===== config.mk =====
export PLATFORM = sky130hd
export DESIGN_NAME = alu_sequencer_flat
export DESIGN_NICKNAME = d
export VERILOG_FILES = /design/src/rtl/alu_sequencer_if.sv /design/src/rtl/alu_sequencer.sv /design/src/flat_wrapper.sv
export SDC_FILE = /design/constraint.sdc
export NUM_CORES = 1
export LEC_CHECK = 0
export ABC_AREA = 1
export CAP_MARGIN = 15
export CORE_MARGIN = 5
export CORE_UTILIZATION = 40
export CTS_BUF_LIST = sky130_fd_sc_hd__clkbuf_16
export CTS_CLUSTER_SIZE = 24
export DETAILED_ROUTE_END_ITERATION = 8
export PLACE_DENSITY = 0.66
export SETUP_SLACK_MARGIN = 0.05
export SLEW_MARGIN = 10
export SYNTH_ARGS = -nofsm -noshare
export SYNTH_HDL_FRONTEND = slang
export SYNTH_SLANG_ARGS = --single-unit

===== constraint.sdc =====
create_clock -name clk -period 1.4 [get_ports clk]
set_input_delay 0.14 -clock clk [delete_from_list [all_inputs] [get_ports clk]]
set_output_delay 0.14 -clock clk [all_outputs]
set_load 0.01 [all_outputs]

===== src/rtl/alu_sequencer_if.sv =====
// Operand/select bus between the BittyPro execute controller (master) and the 16-bit ALU (slave).
interface alu_sequencer_if #(
  parameter int WIDTH = 16
);
  logic [WIDTH-1:0] alu_in_a;
  logic [WIDTH-1:0] alu_in_b;
  logic [3:0]       alu_select;
  logic             alu_mode;
  logic             alu_carry_in;
  logic [WIDTH-1:0] alu_out;
  logic             alu_carry_out;
  logic             alu_compare;

  modport master (
    output alu_in_a, alu_in_b, alu_select, alu_mode, alu_carry_in,
    input  alu_out, alu_carry_out, alu_compare
  );

  modport slave (
    input  alu_in_a, alu_in_b, alu_select, alu_mode, alu_carry_in,
    output alu_out, alu_carry_out, alu_compare
  );
endinterface


===== src/rtl/alu_sequencer.sv =====
// Multi-cycle execute controller: fetch operands, drive the ALU, write back, keep carry/compare flags.
// Optional macro ALU_SEQ_RETIRE_CNT_EN adds a 16-bit retired-instruction counter output.
module alu_sequencer #(
  parameter int WIDTH = 16,
  parameter int RA_W  = 3
) (
  input  logic             clk,
  input  logic             rst_n,
  input  logic             instr_valid,
  input  logic [15:0]      instr,
  output logic             instr_ready,
  output logic [RA_W-1:0]  rf_raddr,
  input  logic [WIDTH-1:0] rf_rdata,
  output logic             rf_we,
  output logic [RA_W-1:0]  rf_waddr,
  output logic [WIDTH-1:0] rf_wdata,
  alu_sequencer_if.master  alu,
  output logic             carry_flag,
  output logic             cmp_flag,
  output logic             done,
  output logic             err
`ifdef ALU_SEQ_RETIRE_CNT_EN
  , output logic [15:0]    retire_cnt
`endif
);

  typedef enum logic [2:0] {
    IDLE = 3'd0,
    RD_A = 3'd1,
    RD_B = 3'd2,
    EXEC = 3'd3,
    WB   = 3'd4
  } state_t;

  state_t           state_r;
  logic [15:3]      instr_r;
  logic [WIDTH-1:0] op_a_r;
  logic [RA_W-1:0]  rx_s;
  logic [RA_W-1:0]  ry_s;
  logic             mode_s;
  logic [3:0]       select_s;
  logic             use_carry_s;
  logic             nowb_s;

  // Field decode of the latched instruction word.
  always_comb begin
    rx_s        = instr_r[15:13];
    ry_s        = instr_r[12:10];
    mode_s      = instr_r[9];
    select_s    = instr_r[8:5];
    use_carry_s = instr_r[4];
    nowb_s      = instr_r[3];
  end

  // Sequencer FSM; every output is registered and ALU inputs hold between instructions.
  always_ff @(posedge clk or negedge rst_n) begin
    if (!rst_n) begin
      state_r          <= IDLE;
      instr_r          <= '0;
      op_a_r           <= '0;
      instr_ready      <= 1'b1;
      rf_raddr         <= '0;
      rf_we            <= 1'b0;
      rf_waddr         <= '0;
      rf_wdata         <= '0;
      alu.alu_in_a     <= '0;
      alu.alu_in_b     <= '0;
      alu.alu_select   <= 4'h0;
      alu.alu_mode     <= 1'b0;
      alu.alu_carry_in <= 1'b0;
      carry_flag       <= 1'b0;
      cmp_flag         <= 1'b0;
      done             <= 1'b0;
      err              <= 1'b0;
`ifdef ALU_SEQ_RETIRE_CNT_EN
      retire_cnt       <= 16'h0000;
`endif
    end else begin
      done  <= 1'b0;
      err   <= 1'b0;
      rf_we <= 1'b0;
      case (state_r)
        IDLE: begin
          if (instr_valid && instr_ready) begin
            instr_r <= instr[15:3];
            if (instr[2:0] != 3'b000) begin
              err <= 1'b1;
            end else begin
              rf_raddr    <= instr[15:13];
              instr_ready <= 1'b0;
              state_r     <= RD_A;
            end
          end
        end
        RD_A: begin
          op_a_r   <= rf_rdata;
          rf_raddr <= ry_s;
          state_r  <= RD_B;
        end
        // Operand B goes straight into the ALU input register, which doubles as its latch.
        RD_B: begin
          alu.alu_in_a     <= op_a_r;
          alu.alu_in_b     <= rf_rdata;
          alu.alu_select   <= select_s;
          alu.alu_mode     <= mode_s;
          alu.alu_carry_in <= use_carry_s & carry_flag;
          state_r          <= EXEC;
        end
        EXEC: begin
          cmp_flag <= alu.alu_compare;
          // Carry output is meaningless in logic mode, so the flag is held there.
          if (!mode_s) begin
            carry_flag <= alu.alu_carry_out;
          end else begin
            carry_flag <= carry_flag;
          end
          rf_wdata <= alu.alu_out;
          rf_waddr <= rx_s;
          rf_we    <= ~nowb_s;
          done     <= 1'b1;
`ifdef ALU_SEQ_RETIRE_CNT_EN
          retire_cnt <= retire_cnt + 16'h0001;
`endif
          state_r  <= WB;
        end
        WB: begin
          instr_ready <= 1'b1;
          state_r     <= IDLE;
        end
        default: begin
          instr_ready <= 1'b1;
          state_r     <= IDLE;
        end
      endcase
    end
  end

endmodule


===== src/flat_wrapper.sv =====
// flat-port wrapper written by rule: the top's interface ports become plain ports
module alu_sequencer_flat 
#(
  parameter int WIDTH = 16,
  parameter int RA_W  = 3
)
  (clk, rst_n, instr_valid, instr, instr_ready, rf_raddr, rf_rdata, rf_we, rf_waddr, rf_wdata, carry_flag, cmp_flag, done, err, alu_alu_in_a, alu_alu_in_b, alu_alu_select, alu_alu_mode, alu_alu_carry_in, alu_alu_out, alu_alu_carry_out, alu_alu_compare);
  alu_sequencer_if #(.WIDTH(WIDTH)) alu_i ();
  input  logic clk;
  input  logic rst_n;
  input  logic instr_valid;
  input  logic [15:0] instr;
  output logic instr_ready;
  output logic [RA_W-1:0] rf_raddr;
  input  logic [WIDTH-1:0] rf_rdata;
  output logic rf_we;
  output logic [RA_W-1:0] rf_waddr;
  output logic [WIDTH-1:0] rf_wdata;
  output logic carry_flag;
  output logic cmp_flag;
  output logic done;
  output logic err;
  output wire logic [$bits(alu_i.alu_in_a)-1:0] alu_alu_in_a;
  output wire logic [$bits(alu_i.alu_in_b)-1:0] alu_alu_in_b;
  output wire logic [$bits(alu_i.alu_select)-1:0] alu_alu_select;
  output wire logic [$bits(alu_i.alu_mode)-1:0] alu_alu_mode;
  output wire logic [$bits(alu_i.alu_carry_in)-1:0] alu_alu_carry_in;
  input wire logic [$bits(alu_i.alu_out)-1:0] alu_alu_out;
  input wire logic [$bits(alu_i.alu_carry_out)-1:0] alu_alu_carry_out;
  input wire logic [$bits(alu_i.alu_compare)-1:0] alu_alu_compare;
  assign alu_alu_in_a = alu_i.alu_in_a;
  assign alu_alu_in_b = alu_i.alu_in_b;
  assign alu_alu_select = alu_i.alu_select;
  assign alu_alu_mode = alu_i.alu_mode;
  assign alu_alu_carry_in = alu_i.alu_carry_in;
  assign alu_i.alu_out = alu_alu_out;
  assign alu_i.alu_carry_out = alu_alu_carry_out;
  assign alu_i.alu_compare = alu_alu_compare;
  alu_sequencer #(.WIDTH(WIDTH), .RA_W(RA_W)) u_core (.clk(clk), .rst_n(rst_n), .instr_valid(instr_valid), .instr(instr), .instr_ready(instr_ready), .rf_raddr(rf_raddr), .rf_rdata(rf_rdata), .rf_we(rf_we), .rf_waddr(rf_waddr), .rf_wdata(rf_wdata), .alu(alu_i), .carry_flag(carry_flag), .cmp_flag(cmp_flag), .done(done), .err(err));
endmodule

==> flow_summary.yaml <==
routing:
  vias: 3038
  avgRoutedWirePerCell_um: 13.1
  via_per_inst: 4.51
  dr_wl_met3_um: 435
  dr.pass1.iters: 4
  drtIter0Drc: 120
  wl_mm: 8.83
  drcViolationCount: 0
  ant_nets: 0
  drt-met1-wl_mm: 3.90
  highest_layer: "met4"
  met2_length_mm: 4.36
yosys:
  synthesis.area_mm2: 0.00384
  yosys_most_used_dff: "dfrtp_1"
  synth_edf_count: 0
  ys_async_sr_fraction_pct: 100
  syn_inst: 414
  yosysSeqAreaShare_pct: 63.8
  yosys.area.top_type: "dfrtp_1"
  mappedNetlistNets: 467
  synth_seq_cells: 98
  avgSynthCellArea_um2: 9.28
  synth_warnings: 0
  synth_cell_types: 25
  yosys-top-cells-area: "dfrtp_1 (63%), nand2_1 (20%), o21ai_0 (2.9%)"
  yosysTopAreaCellShare_pct: 63.2
clocking:
  cts_buffers: 9
  cts_root_buffer: "clkbuf_16"
  htreeDepth: 3
  cts_tree: "yes"
  cts_setup_buffers: 0
  ctsLongestPathBuffers: 2
  clk_latency_ps: 330
  cts.sinks: 98
  clkTransAtPathRegs_ps: 60
floorplan:
  rows: 35
  fp.dieH_um: 108
  io_pins: 119
  coreArea_mm2: 0.00928
  die_w_um: 108
  die-area_mm2: 0.0117
  start_util_pct: 41.4
timing:
  post-route-min-period_ps: 1310
  worstMarginPinSlew_ps: 338
  period_share_pct: 93.3
  rsz0062_at_grt: "false"
  fin_worst_skew_ps: 6.71
  drv_slew: 0
  max_freq_mhz: 765
  hold_violations: 0
  max-slew-margin-rel_pct: 77.5
  setup_violations: 0
  setup-tns-final_ps: 0
setup_path:
  required_ps: 1260
  cpPeakStageDelay_ps: 520
  path_buf_inv: 1
  r2r_slack_ps: 120
  start_kind: "flop"
  crit_type: "reg2out"
  endpoint_kind: "output pin"
  r2r.worst_path.cells: 7
  crit-reg2reg-capture: "u_core.rf_raddr[1]"
  crit_family: "buffers and inverters"
  path_cells: "clkdlybuf4s50_1"
  cp_slowest_cell: "clkdlybuf4s50_1"
  cp_max_fo: 1
  timing.rr.start: "u_core.state_r[2]"
  worst_ep_arrival_time_ps: 1170
min_path:
  min_path_type: "in2async"
place:
  post-place-cells: 657
  dp_hpwl_mm: 6.52
  gp_congestion: 0.805
  placed_cell_area_mm2: 0.00522
  portBuffers: 118
job:
  drv_cap: 0
final_layout:
  layout-drive-gt1-share_pct: 9.56
  diodes: 0
  nets: 593
  utilization_pct: 58.7
  fin_area_mm2: 0.00545
  syn_to_final_growth_pct: 41.7
  fillCellCount: 883
  stdcell_count: 673
power_and_ir_drop:
  leakagePower_nw: 2.92
  power.density_mw_per_mm2: 2200
  total_power_mw: 12.0
  irDropWorstVdd_uv: 896
grt:
  grt_overflow: 0
  track_usage_pct: 16.0
  grt_pass1_wl_mm: 14.7
  antenna_found_initial: 0
  grt_start_max_net_pins: 38
  grt_pass1_vias: 3039
run_status:
  status: "finished, final reports clean"
[cells in the final DEF (no fill, tap or decap)]
master	instances
nand2_1	202
dfrtp_1	95
dlygate4sd2_1	64
clkdlybuf4s50_1	52
inv_1	23
o21ai_0	22
nand3_1	18
buf_4	11
clkbuf_16	9
o21ai_2	8
inv_2	5
nor2_1	4
buf_12	4
nand4_1	3
o21ai_1	3
nor2_4	2
dfrtp_2	2
inv_4	1
nor3_4	1
nand2_2	1
nand2_4	1
nand3_2	1
a21oi_2	1
nor2_2	1
a31oi_1	1
nor3_1	1
a21oi_1	1
clkinvlp_4	1
clkinv_1	1
bufinv_16	1
dlygate4sd3_1	1
dlymetal6s2s_1	1
buf_6	1
dfstp_2	1
[layer usage]
layer / vias to the layer above / track usage [%]
met1: 1427 / 20.3
met3: 11 / 3.28
met4: 0 / 6.49
met2: 66 / 26.7
li1: 1534 / -
met5: - / 0
[worst max path at each step]
stage,start,end,slack (ps),cells past startpoint
2_1_floorplan,u_core.instr_ready,u_core.instr_r[10],130,5
3_3_place_gp,instr_valid,u_core.instr_r[7],110,6
3_5_place_dp,u_core.state_r[2],u_core.rf_raddr[1],80,6
4_1_cts,u_core.rf_we,rf_we,50,1
5_1_grt,u_core.state_r[2],u_core.rf_raddr[0],50,7
6_report,u_core.done,done,90,1
[power breakdown]
part | leakage (nW) | total (mW) | internal [mW] | switching [mW]
Sequential | 1.22 | 4.86 | 4.18 | 0.677
Combinational | 1.56 | 4.79 | 2.07 | 2.73
Clock | 0.143 | 2.31 | 1.35 | 0.959
[synthesized netlist by cell type, types with 2 or more instances]
cell type	instances
o21ai_1	3
o21ai_0	22
buf_6	4
nand3_1	18
nand2_1	202
clkbuf_1	2
dfrtp_1	97
nand4_1	3
nand2_2	2
buf_2	9
a21oi_1	2
buf_4	3
nor2_1	4
o21ai_2	8
inv_2	5
nor2_4	2
inv_1	20
[kinds of logic (layout without fill, tap and decap cells)]
group           count (synthesis)  after routing  synth area share, %
compound gates                 36             36                 5.50
buf+inv                        45            175                 5.83
flops                          98             98                 63.8
simple gates                  235            235                 24.8
[metrics by stage]
stage	setup WS, ps	hold slack [ps]
after floorplan	131	-156
after global placement	111	29.9
after detailed placement	75.7	30.9
after CTS	52.8	226
after global routing	53.6	236
final	93.6	227
[registers in the layout, summed over array words and instances (netlist names)]
name	count
u_core.rf_we	1
u_core.alu.alu_mode	1
u_core.cmp_flag	1
u_core.rf_wdata	16
u_core.alu.alu_in_b	16
u_core.alu.alu_in_a	16
u_core.alu.alu_select	4
u_core.alu.alu_carry_in	1
u_core.instr_r	13
u_core.instr_ready	1
u_core.done	1
u_core.carry_flag	1
u_core.rf_raddr	3
u_core.rf_waddr	3
u_core.err	1
u_core.state_r	3
u_core.op_a_r	16
[repair_timing]
action,in CTS,in global routing
pin swaps,0,1
hold buffers,1,0
endpoints found under the setup margin,64,40
endpoints found under the hold margin,81,0
resized for setup,64,7
[final cells by class]
cell class                 count  area [um2]  area share, %
sequential                    98        2460           45.1
timing repair buffer         134        1280           23.4
multi-input combinational    271        1170           21.6
clock buffer                   9         225           4.13
tap                          129         161           2.96
inverter                      26         100           1.84
clock inverter                 6        52.6          0.965
(Power assumes the default switching activity.)
